**config.mk**
```make
export PLATFORM = sky130hd
export DESIGN_NAME = regfile_write_arbiter
export DESIGN_NICKNAME = d
export VERILOG_FILES = /design/src/rtl/regfile_write_arbiter.sv
export SDC_FILE = /design/constraint.sdc
export NUM_CORES = 1
export LEC_CHECK = 0
export CORE_AREA = 2 2 57 112
export CTS_BUF_LIST = sky130_fd_sc_hd__clkbuf_4
export DETAILED_ROUTE_END_ITERATION = 10
export DIE_AREA = 0 0 59 114
export PLACE_DENSITY = 0.82
export SYNTH_ARGS = -nofsm -noshare
export SYNTH_HDL_FRONTEND = slang
export SYNTH_SLANG_ARGS = --single-unit
export TNS_END_PERCENT = 30
```
**constraint.sdc**
```tcl
create_clock -name clk -period 1.1 [get_ports clk]
set_input_delay 0.165 -clock clk [delete_from_list [all_inputs] [get_ports clk]]
set_output_delay 0.165 -clock clk [all_outputs]
set_load 0.05 [all_outputs]
```
**src/rtl/regfile_write_arbiter.sv**
```systemverilog
// Round-robin arbiter sharing the register file write port between the ALU and load
// write-back paths; granted writes appear on RW/DA/D one cycle after acceptance.
module regfile_write_arbiter #(
  parameter int unsigned DATA_W = 32,
  parameter int unsigned ADDR_W = 5
) (
  input  logic              clk,
  input  logic              rst,
  input  logic              stall,
  input  logic              req0_valid,
  input  logic [ADDR_W-1:0] req0_addr,
  input  logic [DATA_W-1:0] req0_data,
  output logic              req0_ready,
  input  logic              req1_valid,
  input  logic [ADDR_W-1:0] req1_addr,
  input  logic [DATA_W-1:0] req1_data,
  output logic              req1_ready,
  output logic              RW,
  output logic [ADDR_W-1:0] DA,
  output logic [DATA_W-1:0] D,
  output logic              grant_id,
  output logic              conflict
);

  logic              ptr_q, ptr_d;
  logic              rw_q, rw_d;
  logic [ADDR_W-1:0] da_q, da_d;
  logic [DATA_W-1:0] d_q, d_d;
  logic              gid_q, gid_d;
  logic              conflict_q, conflict_d;

  logic              arb_en;
  logic              gnt0, gnt1;
  logic [ADDR_W-1:0] sel_addr;
  logic [DATA_W-1:0] sel_data;

  // ptr_q names the requester that wins when both are valid.
  always_comb begin
    arb_en = ~rst & ~stall;
    gnt0   = arb_en & req0_valid & (~req1_valid | ~ptr_q);
    gnt1   = arb_en & req1_valid & (~req0_valid | ptr_q);
  end

  assign req0_ready = gnt0;
  assign req1_ready = gnt1;

  always_comb begin
    sel_addr = gnt1 ? req1_addr : req0_addr;
    sel_data = gnt1 ? req1_data : req0_data;
  end

  always_comb begin
    ptr_d      = ptr_q;
    rw_d       = 1'b0;
    da_d       = da_q;
    d_d        = d_q;
    gid_d      = gid_q;
    conflict_d = req0_valid & req1_valid & ~stall & ~rst;
    if (gnt0 | gnt1) begin
      // Hand priority to whoever lost (or did not ask) this time.
      ptr_d = gnt0;
      // x0 is hardwired zero: accept the write but keep the port disabled.
      rw_d  = (sel_addr != '0);
      da_d  = sel_addr;
      d_d   = sel_data;
      gid_d = gnt1;
    end
  end

  always_ff @(posedge clk) begin
    if (rst) begin
      ptr_q      <= 1'b0;
      rw_q       <= 1'b0;
      da_q       <= '0;
      d_q        <= '0;
      gid_q      <= 1'b0;
      conflict_q <= 1'b0;
    end else begin
      ptr_q      <= ptr_d;
      rw_q       <= rw_d;
      da_q       <= da_d;
      d_q        <= d_d;
      gid_q      <= gid_d;
      conflict_q <= conflict_d;
    end
  end

  assign RW       = rw_q;
  assign DA       = da_q;
  assign D        = d_q;
  assign grant_id = gid_q;
  assign conflict = conflict_q;

endmodule

```
After elaboration in Yosys (flattened, before gate mapping)
Index checks and enable logic that the tools add are counted.
Word-level totals
  register bits: 41
  output and inout port bits: 42
  RAM bits: 0
  memories: 0
  bits of input ports: 79
  bits in read-only memories: 0
  bits in latches: 0
  word-level logic and storage cells: 27
Cells by class
  divide/modulo/power cells: 0
  bitwise operators: 17
  shifts and indexed selects: 0
  $mul: 0
  multiplexer cells: 2
  order comparisons: 0
  $add $sub $neg: 0
  reductions and logical operators: 2
  equality and inequality tests: 0
Operator list (number)
  32-bit 2-to-1 mux: 1
  1-bit AND: 8
  1-bit NOT: 6
  5-bit 2-to-1 mux: 1
  5-bit nonzero test: 1
  1-bit bitwise OR: 3
  2-bit OR reduction: 1

Logic depth before layout (Yosys ltp)
  depth after elaboration: 7
  gate-level depth with buffers: 6
  depth with buffers taken out: 4

Worst setup path after synthesis
No wires, ideal clock.
  path kind: reg-to-output
  start: reg ptr_q
  end: out req1_ready
  slack: -0.036 ns
  cell stages (with the launch flop): 4
  required time: 0.935 ns
  arrival time: 0.971 ns
  path buffers: 0
  cell sequence: dfxtp_1 > nand2b_4 > nand3_1 > inv_1
Between the ends
  longest elaborated chain between the ends: 2
Ends and longest elaborated chain
  start, declared: RTL line 25  | logic ptr_q, ptr_d;
  start signal, assigned: RTL line 79  | ptr_q <= ptr_d;
  1-bit bitwise OR: RTL line 41  | gnt1 = arb_en & req1_valid & (~req0_valid | ptr_q);
  1-bit AND: RTL line 41
  end, declared: RTL line 17  | output logic req1_ready,
Every way passes these cells.

Worst setup path after layout
  start: in rst
  end: out req0_ready
Between the ends
  longest elaborated chain between the ends: 4
Ends and longest elaborated chain
  start, declared: RTL line 8  | input logic rst,
  1-bit NOT: RTL line 39  | arb_en = ~rst & ~stall;
  1-bit AND: RTL line 39
  1-bit AND (2 in a row): RTL line 40  | gnt0 = arb_en & req0_valid & (~req1_valid | ~ptr_q);
  end, declared: RTL line 13  | output logic req0_ready,
Every way passes these cells.

==> impl_metrics.env <==
export IMPL_cts_tree="done"
export IMPL_finalClockSkew_ns=0.0103
export IMPL_vias=2034
export IMPL_tns_ns=-7.20
export IMPL_start_util_pct=32.5
export IMPL_drt_iter0_markers=126
export IMPL_fin_cells=392
export IMPL_startpoint="rst"
export IMPL_port_buffers=120
export IMPL_ff_latch_area_um2=870
export IMPL_fmax_mhz=730
export IMPL_fin_nets=407
export IMPL_worstMarginPinSlew_ns=0.385
export IMPL_wl_per_cell_um=16.6
export IMPL_core_um2=5910
export IMPL_antennaDiodeCount=0
export IMPL_dp_hpwl_mm=4.60
export IMPL_h_tree_depth=2
export IMPL_finalSetupViolCount=40
export IMPL_yosys_top_cells_count="dfxtp_1, mux2i_1, nand3b_1"
export IMPL_power_leakage_uw=0.00163
export IMPL_syn_avg_cell_area_um2=9.70
export IMPL_gp_congestion=0.897
export IMPL_grt_pass1_vias=2100
export IMPL_regToRegStartpoint="ptr_q$_SDFFE_PP0P_"
export IMPL_max_slew_margin_pct=74.4
export IMPL_cp_end_kind="output pin"
export IMPL_antenna_found_initial=0
export IMPL_path_class="in2out"
export IMPL_grt_max_degree=40
export IMPL_crit_buf_inv=2
export IMPL_viasPerCell=5.19
export IMPL_yosys_area_top_type_share_pct=42.7
export IMPL_violations="negative setup slack"
export IMPL_clockBufferDepth=2
export IMPL_cts_root_buf="clkbuf_4"
export IMPL_placementRows=40
export IMPL_crit_path_end="req0_ready"
export IMPL_design_die_area_um2=6730
export IMPL_syn_nets=277
export IMPL_clock_sinks=41
export IMPL_status="finished with violations"
export IMPL_crit_fanout=4
export IMPL_vdd_drop_max_mv=1.11
export IMPL_ys_ff_latch=41
export IMPL_reg2reg_depth=6
export IMPL_async_flop_share_pct=0
export IMPL_critPathSlowestCell="clkdlybuf4s50_1"
export IMPL_die_w_um=59
export IMPL_synth_cell_types=30
export IMPL_clkLatencyLatePin_ns=0.36
export IMPL_dp_cells=378
export IMPL_detail_route_antenna_nets=0
export IMPL_netlist_top_cell_by_area="dfxtp_1"
export IMPL_reg2reg_setup_slack_ns=-0.25
export IMPL_ys_seq_area_share_pct=42.7
export IMPL_r2r_end="D[14]$_SDFFE_PP0P_"
export IMPL_cp_slowest_stage_delay_ns=0.47
export IMPL_grt_pass1_wl_mm=9.87
export IMPL_drive_gt1_share_pct=42.2
export IMPL_fin_crit_ns=1.37
export IMPL_final_util_pct=68.5
export IMPL_hold_viol=0
export IMPL_routed_wl_mm=6.51
export IMPL_synth_ff_type="dfxtp_1"
export IMPL_placed_area_um2=3670
export IMPL_synth_area_leaders="dfxtp_1, mux2i_1, nand3b_1"
export IMPL_fp_dieH_um=114
export IMPL_track_usage_pct=19.2
export IMPL_path_cells="clkdlybuf4s50_1 > nor2_4 > and3_4 > buf_12"
export IMPL_period_share_pct=125
export IMPL_final_area_um2=4050
export IMPL_synth_edf_count=0
export IMPL_critPathRequiredTime_ns=0.94
export IMPL_syn_inst=198
export IMPL_clkTransAtPathRegs_ns=0.12
export IMPL_synthMostInstantiatedCell="dfxtp_1"
export IMPL_hold_buffers=0
export IMPL_arrival_ns=1.20
export IMPL_cp_depth=4
export IMPL_overflow=0
export IMPL_hold_class="in2reg"
export IMPL_ys_warn_count=0
export IMPL_fillers=420
export IMPL_netlist_area_um2=1920
export IMPL_numCtsBuffers=5
export IMPL_p_per_area_nw_per_um2=1150
export IMPL_drc_errors=0
export IMPL_slew_viol_final=0
export IMPL_first_pass_iters=4
export IMPL_max_cap_viol_count=0
export IMPL_multi_input_area_um2=1100
export IMPL_setup_ws_ns=-0.270
export IMPL_area_delta_synth_final_pct=111
export IMPL_grt_setup_unrepaired="yes"
export IMPL_critPathTopFamily="buffers and inverters"
export IMPL_start_kind="primary input"
export IMPL_io_pins=121
-- layout by cell type (no fill, tap or decap), types with 2 or more instances in the layout --
master	Yosys	routed
a311oi_2	1	5
bufinv_16	0	2
nand3b_1	29	29
buf_6	3	3
a21oi_1	2	2
a311oi_1	8	4
nand2_1	17	12
buf_4	1	9
dlygate4sd2_1	0	5
nor2_1	8	8
o21ai_1	20	28
mux2i_1	29	20
clkdlybuf4s50_1	0	73
clkbuf_4	0	5
nand2_4	0	4
buf_12	1	48
mux2i_2	0	8
dfxtp_1	41	2
dfxtp_2	0	39
-- layout make-up --
cell class / instances / area share [%]
timing repair buffer: 140 / 46.7
multi-input combinational: 138 / 27.1
tap: 63 / 1.95
clock inverter: 3 / 1.61
inverter: 2 / 0.186
clock buffer: 5 / 0.928
sequential: 41 / 21.5
-- stage by stage --
step           hold WS (ns)  total power, uW  setup WS [ns]
6_report              0.236             4650         -0.270
5_1_grt               0.224             4850         -0.292
4_1_cts               0.210             4610         -0.253
3_5_place_dp          0.508             3310         -0.478
3_3_place_gp          0.495             3270         -0.407
2_1_floorplan         0.323             2400        -0.0200
-- state kept, by name, indices dropped and copies added (netlist names) --
signal / count
ptr_q: 1
RW: 1
DA: 5
conflict: 1
D: 32
grant_id: 1
-- how the worst min path moves through the flow --
stage,start,slack (ns),to,depth (start not counted)
finish,req1_addr[1],0.24,DA[1]$_SDFFE_PP0P_,3
global route,req1_addr[1],0.22,DA[1]$_SDFFE_PP0P_,3
CTS,req1_addr[1],0.21,DA[1]$_SDFFE_PP0P_,3
detailed placement,grant_id$_SDFFE_PP0P_,0.51,grant_id$_SDFFE_PP0P_,2
global placement,grant_id$_SDFFE_PP0P_,0.49,grant_id$_SDFFE_PP0P_,2
floorplan,req1_addr[3],0.32,DA[3]$_SDFFE_PP0P_,2
-- layer usage --
metal / track usage (%) / vias up / wire length [um]
li1: - / 969 / -
met1: 21.2 / 927 / 2380
met2: 32.6 / 130 / 3340
met3: 7.37 / 8 / 709
met4: 6.67 / 0 / 85
met5: 0 / - / 0
-- power by group --
group	switching, uW	internal, uW
sequential	117	1620
clock	510	704
combinational	770	930
total	1400	3250
-- worst register-to-register path: stages (launching register included) --
cell and delay [ns]:
dfxtp_2 0.35, nand2b_4 0.16, buf_12 0.14, nand2_8 0.11, buf_12 0.16, nand2_1 0.06
a311oi_1 0.27
-- cell families (layout without fill, tap and decap cells) --
group | count (synthesis) | in the layout | synth area share [%]
DFF | 41 | 41 | 42.7
muxes | 29 | 29 | 15.1
and+or+nand+nor | 66 | 66 | 21.5
buffers and inverters | 19 | 150 | 6.78
AOI/OAI and AO/OA | 43 | 43 | 13.9
-- repair_timing --
action | in CTS | in global routing
buffers inserted | 4 | 0
gates cloned | 1 | 1
pin swaps | 6 | 14
gates resized for setup | 39 | 46
setup endpoints to repair | 54 | 67
No activity file was read; power rests on OpenSTA's default activity.
